$ cat config.mk
export PLATFORM = sky130hd
export DESIGN_NAME = uart_rx_controller
export DESIGN_NICKNAME = d
export VERILOG_FILES = /design/src/rtl/uart_rx_controller.sv
export SDC_FILE = /design/constraint.sdc
export NUM_CORES = 1
export LEC_CHECK = 0
export ABC_AREA = 1
export BUFFER_PORTS_ARGS = -buffer_cell sky130_fd_sc_hd__buf_2
export CAP_MARGIN = 20
export CORE_AREA = 2 2 61 74
export DETAILED_ROUTE_END_ITERATION = 16
export DIE_AREA = 0 0 63 76
export PLACE_DENSITY = 0.75
export SLEW_MARGIN = 20
export SYNTH_ARGS = -nofsm -noshare
export SYNTH_HDL_FRONTEND = slang
export SYNTH_SLANG_ARGS = --single-unit
$ cat constraint.sdc
create_clock -name UCLK -period 2.1 [get_ports UCLK]
set_input_delay 0 -clock UCLK [delete_from_list [all_inputs] [get_ports UCLK]]
set_output_delay 0 -clock UCLK [all_outputs]
set_load 0.005 [all_outputs]
$ cat src/rtl/uart_rx_controller.sv
// uart_rx_controller: UART receive frame sequencer, stepped once per UCLK oversampling tick.
// Optional build macro UART_RX_BREAK_DETECT_EN adds the break_detected output and a BREAK hold state.
module uart_rx_controller #(
   parameter int DATA_WIDTH = 8
) (
   input  logic                  UCLK,
   input  logic                  reset,
   input  logic                  serial_data_in,
   input  logic [4:0]            prescale,
   input  logic                  parity_en,
   input  logic                  parity_type,
   input  logic                  sampled_bit,
   output logic                  sampler_enable,
   output logic [4:0]            edge_count,
   output logic [DATA_WIDTH-1:0] data_out,
   output logic                  data_valid,
   output logic                  parity_error,
   output logic                  stop_error,
`ifdef UART_RX_BREAK_DETECT_EN
   output logic                  break_detected,
`endif
   output logic                  busy
);

   localparam logic [2:0] LAST_BIT = 3'(DATA_WIDTH - 1);

   typedef enum logic [2:0] {
      S_IDLE, S_START, S_DATA, S_PARITY, S_STOP
`ifdef UART_RX_BREAK_DETECT_EN
      , S_BREAK
`endif
   } state_t;

   state_t                state, state_nxt;
   logic [4:0]            psc_q;
   logic                  par_en_q, par_type_q;
   logic [2:0]            bit_cnt;
   logic [DATA_WIDTH-1:0] shift_reg;
   logic                  xor_acc, par_flag;
   logic                  decision, start_det;
`ifdef UART_RX_BREAK_DETECT_EN
   logic                  seen_one;
`endif

   // psc_q is never below 6, so the decision point can never fire in IDLE
   assign decision  = (edge_count == psc_q - 5'd1);
   assign start_det = (state == S_IDLE) && !serial_data_in;

   always_ff @(posedge UCLK or negedge reset) begin
      if (!reset) state <= S_IDLE;
      else        state <= state_nxt;
   end

   always_comb begin
      state_nxt      = state;
      busy           = (state != S_IDLE);
      sampler_enable = (state != S_IDLE);
      case (state)
         S_IDLE:   if (!serial_data_in) state_nxt = S_START;
         S_START:  if (decision) state_nxt = sampled_bit ? S_IDLE : S_DATA;
         S_DATA:   if (decision && bit_cnt == LAST_BIT) state_nxt = par_en_q ? S_PARITY : S_STOP;
         S_PARITY: if (decision) state_nxt = S_STOP;
         S_STOP: begin
            if (decision) begin
               state_nxt = S_IDLE;
`ifdef UART_RX_BREAK_DETECT_EN
               if (!sampled_bit && !seen_one) state_nxt = S_BREAK;
`endif
            end
         end
`ifdef UART_RX_BREAK_DETECT_EN
         S_BREAK:  if (decision && sampled_bit) state_nxt = S_IDLE;
`endif
         default:  state_nxt = S_IDLE;
      endcase
   end

   always_ff @(posedge UCLK or negedge reset) begin
      if (!reset) begin
         edge_count   <= '0;
         psc_q        <= 5'd8;
         par_en_q     <= 1'b0;
         par_type_q   <= 1'b0;
         bit_cnt      <= '0;
         shift_reg    <= '0;
         xor_acc      <= 1'b0;
         par_flag     <= 1'b0;
         data_out     <= '0;
         data_valid   <= 1'b0;
         parity_error <= 1'b0;
         stop_error   <= 1'b0;
`ifdef UART_RX_BREAK_DETECT_EN
         seen_one       <= 1'b0;
         break_detected <= 1'b0;
`endif
      end else begin
         data_valid   <= 1'b0;
         parity_error <= 1'b0;
         stop_error   <= 1'b0;
`ifdef UART_RX_BREAK_DETECT_EN
         break_detected <= 1'b0;
`endif
         if (state == S_IDLE) begin
            edge_count <= start_det ? 5'd1 : 5'd0;
            if (start_det) begin
               psc_q      <= (prescale < 5'd6) ? 5'd8 : prescale;
               par_en_q   <= parity_en;
               par_type_q <= parity_type;
               bit_cnt    <= '0;
               xor_acc    <= 1'b0;
               par_flag   <= 1'b0;
`ifdef UART_RX_BREAK_DETECT_EN
               seen_one   <= 1'b0;
`endif
            end
         end else begin
            edge_count <= decision ? 5'd0 : edge_count + 5'd1;
            if (decision) begin
               case (state)
                  S_DATA: begin
                     shift_reg[bit_cnt] <= sampled_bit;
                     xor_acc            <= xor_acc ^ sampled_bit;
                     bit_cnt            <= bit_cnt + 3'd1;
`ifdef UART_RX_BREAK_DETECT_EN
                     seen_one           <= seen_one | sampled_bit;
`endif
                  end
                  S_PARITY: begin
                     if (sampled_bit != (xor_acc ^ par_type_q)) par_flag <= 1'b1;
`ifdef UART_RX_BREAK_DETECT_EN
                     seen_one <= seen_one | sampled_bit;
`endif
                  end
                  S_STOP: begin
                     if (sampled_bit && !par_flag) begin
                        data_out   <= shift_reg;
                        data_valid <= 1'b1;
                     end else begin
                        parity_error <= par_flag;
`ifdef UART_RX_BREAK_DETECT_EN
                        // an all-zero frame is a line break, not a framing error
                        if (!sampled_bit && !seen_one) break_detected <= 1'b1;
                        else                           stop_error     <= !sampled_bit;
`else
                        stop_error <= !sampled_bit;
`endif
                     end
                  end
                  default: ;
               endcase
            end
         end
      end
   end

endmodule

# Word level (Yosys, flattened, before mapping)
# Cells that the tools add are included.
# totals
ff_bits	39
inputBits	11
out_inout_bits	18
wordCells	93
# classes
n_addsub	3
n_lt_le_gt_ge	3
eq_ne	13
muxes	39
n_bitwise	3
n_reduce_logical	19
# op_table
cell	count
3-bit two-way mux	10
1-bit two-way mux	22
5-bit two-way mux	3
3-bit case mux with 5 select lines	1
2-bit != test, second input constant	6
8-bit bitwise mux	1
4-bit AND reduction	2
2-bit nonzero test	4
3-bit by 2-bit == test with 1-bit output, second input constant	2
3-bit == test, second input constant	2
3-bit AND reduction	2
5-bit by 1-bit adder with 5-bit output, second input constant	1
5-bit == test	1
5-bit by 3-bit < comparator with 1-bit output, second input constant	1
5-bit AND reduction	1
5-bit by 1-bit subtractor with 5-bit output, second input constant	1
1-bit logical AND	4
3-bit by 4-bit < comparator with 1-bit output, second input constant	1
3-bit by 1-bit adder with 3-bit output, second input constant	1
1-bit demux with 3-bit select	1
3-bit by 1-bit == test with 1-bit output, second input constant	1
3-bit by 1-bit >= comparator with 1-bit output, second input constant	1
1-bit zero test	3
3-bit zero test	1
other kinds (6)	7

# Longest topological paths before layout
# logic_depth
depth_word	6
mapped_depth	12

# Least setup slack after synthesis
# OpenSTA, ideal clock, no wires.
# synth_path
path_kind	reg-to-reg
startpoint	register psc_q[0]
endpoint	register xor_acc
t_arrival_ns	1.582
t_required_ns	2.035
slack_ns	0.453
path_stages_with_launch	13
path_buffers	1
synth_period_minus_slack_ns	1.647
cell_sequence	dfrtp_1 inv_2 ha_1 nand2_1 inv_1 nor2_1 nand2_1 nor2_2 nand2_1 nor2_4 buf_6 nand4_1 nand2_1
# synth_via
elab_chain_len	4
# synth_lines
element	line	source
start: declaration	35	logic [4:0] psc_q;
start signal: assignment	106	psc_q <= (prescale < 5'd6) ? 5'd8 : prescale;
5-bit by 1-bit subtractor with 5-bit output	46	assign decision = (edge_count == psc_q - 5'd1);
5-bit == test	46	
2-bit nonzero test (no source line)	-	
3-bit AND reduction (no source line)	-	
end signal: assignment	122	xor_acc <= xor_acc ^ sampled_bit;
end: declaration	39	logic xor_acc, par_flag;
# No other way between the ends.
# A chain may end at the register's enable or synchronous reset.

# Final worst setup path
# Ends and elaborated chain as after synthesis.

==> flow_summary.toml <==
[status]
run_status = "finished clean"

[logic_synthesis]
ys_seq_elements = 39
synth_warnings = 0
synth.distinct_cells = 28
netlist_area_um2 = 2180
synth_cells = 278
syn_area_per_cell_um2 = 7.83
synth_nets = 293
seq_area_frac_synth_pct = 44.9

[power]
powerDensity_nw_per_um2 = 1250
p_switching_w = 0.00138
ir_worst_vdd_mv = 0.677
combPwrFrac_pct = 46.5
p_int_w = 0.00179
power_frac_clock_pct = 18.7
power.leakage_nw = 1.35
seq_power_share_pct = 34.8
switching_share_pct = 43.5

[timing]
fmax_mhz = 543
hold_ws_ns = 0.0808
setup_viol = 0
clock_skew_ns = 0.00311
maxSlewViolCount = 0
slew_headroom_pct = 43.1
fin_crit_sh_pct = 87.7
rsz0062_at_grt = "false"
fin_setup_tns_ns = 0
hold_viol = 0
tightestPinTransition_ns = 0.854
min_period_ns = 1.84

[final_layout]
final_cells = 373
area_growth_pct = 16.8
drive_above_1_share_pct = 17.7
diodes = 0
nets = 332
fillers = 402

[setup_path]
startpoint_type = "flop"
slowest_delay_ns = 0.40
setup.worst_path.class = "flop to flop"
cp_max_fo = 12
critPathRequiredTime_ns = 2.33
cpMostUsedCell = "nand2_1"
crit_family = "simple AND/OR/NAND/NOR gates"
r2r_slack_ns = 0.26
arrival_ns = 2.07
cp-end-kind = "flop"
worstPathCellList = "inv_2, ha_1, nand2_1, inv_1, nor2_1, nand2_1, nor2_2, nand2_1, nor2_4, nand4_1, nand2_1"
slowest_stage = "dfrtp_1"
path_buf_inv = 2

[clocking]
cts-root-buf = "clkbuf_8"
clock_latency_ns = 0.29
cts_resized = 0
cts_max_path_buffers = 2
hold_buffers = 8
htreeDepth = 2
clock-sinks = 39
clk_pin_slew_ns = 0.07
cts-buffers-inserted = 5
cts_setup_buffers = 0
cts_tree = "done"

[min_path]
hp-class = "input pin to flop"

[global_routing]
grt_pass1_vias = 1781
grt_use_total_pct = 20.2
gr-total-overflow = 0
grtUsageMet2_pct = 34.3
grt_pass1_wl_mm = 7.77
met3_usage_pct = 4.28
busiest_layer = "met2"
antenna_found_initial = 0
grt_max_degree = 40
grt_use_met1_pct = 24.8

[drt]
via_count = 1859
wire_per_inst_um = 11.9
routed_wl_mm = 4.44
drtAntennaViolNets = 0
dr.pass1.iters = 4
first_iter_violations = 145
viasPerCell = 4.98
drc = 0

[floorplan]
num_io_pins = 29
coreArea_um2 = 4130
floorplan.die_area_um2 = 4790
rows = 26
initial_core_util_pct = 52.7
die_w_um = 63
die_y_um = 76

[placed_design]
dpl.hpwl_mm = 3.11
gp_congestion = 0.892
place_inst = 358
port_buffers = 28

[run]
cap_violations = 0
cell usage after synthesis (all sizes together):
library cell	n	area share, %
ha	4	2.3
nor2	33	8.3
o21ai	8	1.8
nand3	31	7.9
dfrtp	38	44
dfstp	1	1.2
o32ai	1	0.40
nand4	18	5.9
inv	29	5.0
a21oi	2	0.46
clkinv	2	0.35
buf	7	2.3
nor3	2	0.98
xnor2	2	0.81
xor2	4	1.6
nand2	96	17
power by group through the flow:
stage / logic, W / registers [W] / clock network, W
CTS: 0.00148 / 0.00110 / 0.000608
detailed placement: 0.00146 / 0.00112 / 0
floorplan: 0.00115 / 0.00109 / 0
global placement: 0.00143 / 0.00111 / 0
global route: 0.00169 / 0.00113 / 0.000634
finish: 0.00147 / 0.00110 / 0.000593
cell families (layout without fill, tap and decap cells):
kind of cell / count (synthesis) / after routing / share of synthesized area, %
buffers and inverters: 38 / 77 / 7.65
flip-flops: 39 / 39 / 44.9
AND/OR/NAND/NOR: 180 / 180 / 40.0
adder cells (fa/ha/maj): 4 / 4 / 2.30
XOR/XNOR: 6 / 6 / 2.42
AO/OA/AOI/OAI: 11 / 11 / 2.70
area by class of cell:
class | count | area [um2] | area share [%]
Multi-Input combinational cell | 201 | 1030 | 40.6
Sequential cell | 39 | 977 | 38.5
Inverter | 31 | 116 | 4.58
Clock inverter | 1 | 30.0 | 1.18
Timing Repair Buffer | 39 | 243 | 9.55
Tap cell | 56 | 70.1 | 2.76
Clock buffer | 6 | 72.6 | 2.86
placed cells by master, fill, tap and decap left out:
cell type      count
dfrtp_1           38
o21ai_1            1
o21ai_0            7
nor2_1            25
nand2_1           93
inv_1             26
clkinv_1           2
nor2_4             2
nand4_4            1
dfstp_2            1
nand3_1           29
nor2_8             2
nand3_4            1
nand2_2            3
ha_1               4
xor2_1             4
buf_4              3
nand3_2            1
xnor2_1            2
nor2_2             4
nand4_1           17
dlygate4sd3_1      8
nor3_1             1
clkbuf_1           1
o32ai_1            1
inv_2              3
nor3_4             1
buf_2             28
clkbuf_8           5
a21oi_1            2
bufinv_16          1
metal layers:
layer / vias up / part of all wire [%]
li1: 970 / -
met1: 843 / 44
met2: 38 / 50
met3: 8 / 3.9
met4: 0 / 2.0
met5: - / 0
per-stage QoR:
step	power [W]	area, um2	util [%]	setup WS [ns]
global route	0.00346	2540	61.5	0.0781
finish	0.00317	2540	61.5	0.259
floorplan	0.00224	2180	-	0.453
global placement	0.00254	2360	57.1	0.327
CTS	0.00319	2540	61.5	0.255
detailed placement	0.00258	2360	57.1	0.274
path summary, 6_finish.rpt:
check                                         from                        to  depth (start not counted)
max in group asynchronous                    reset  shift_reg[0]$_DFFE_PN0P_                          2
max reg2reg                   psc_q[0]$_DFFE_PN0P_       xor_acc$_DFFE_PN0P_                         11
min in group asynchronous                    reset      state[1]$_DFFE_PN0P_                          2
min                                    sampled_bit      stop_error$_DFF_PN0_                          2
max                           psc_q[0]$_DFFE_PN0P_       xor_acc$_DFFE_PN0P_                         11
min reg2reg                data_out[4]$_DFFE_PN0P_   data_out[4]$_DFFE_PN0P_                          2
No activity file was read; power rests on OpenSTA's default activity.
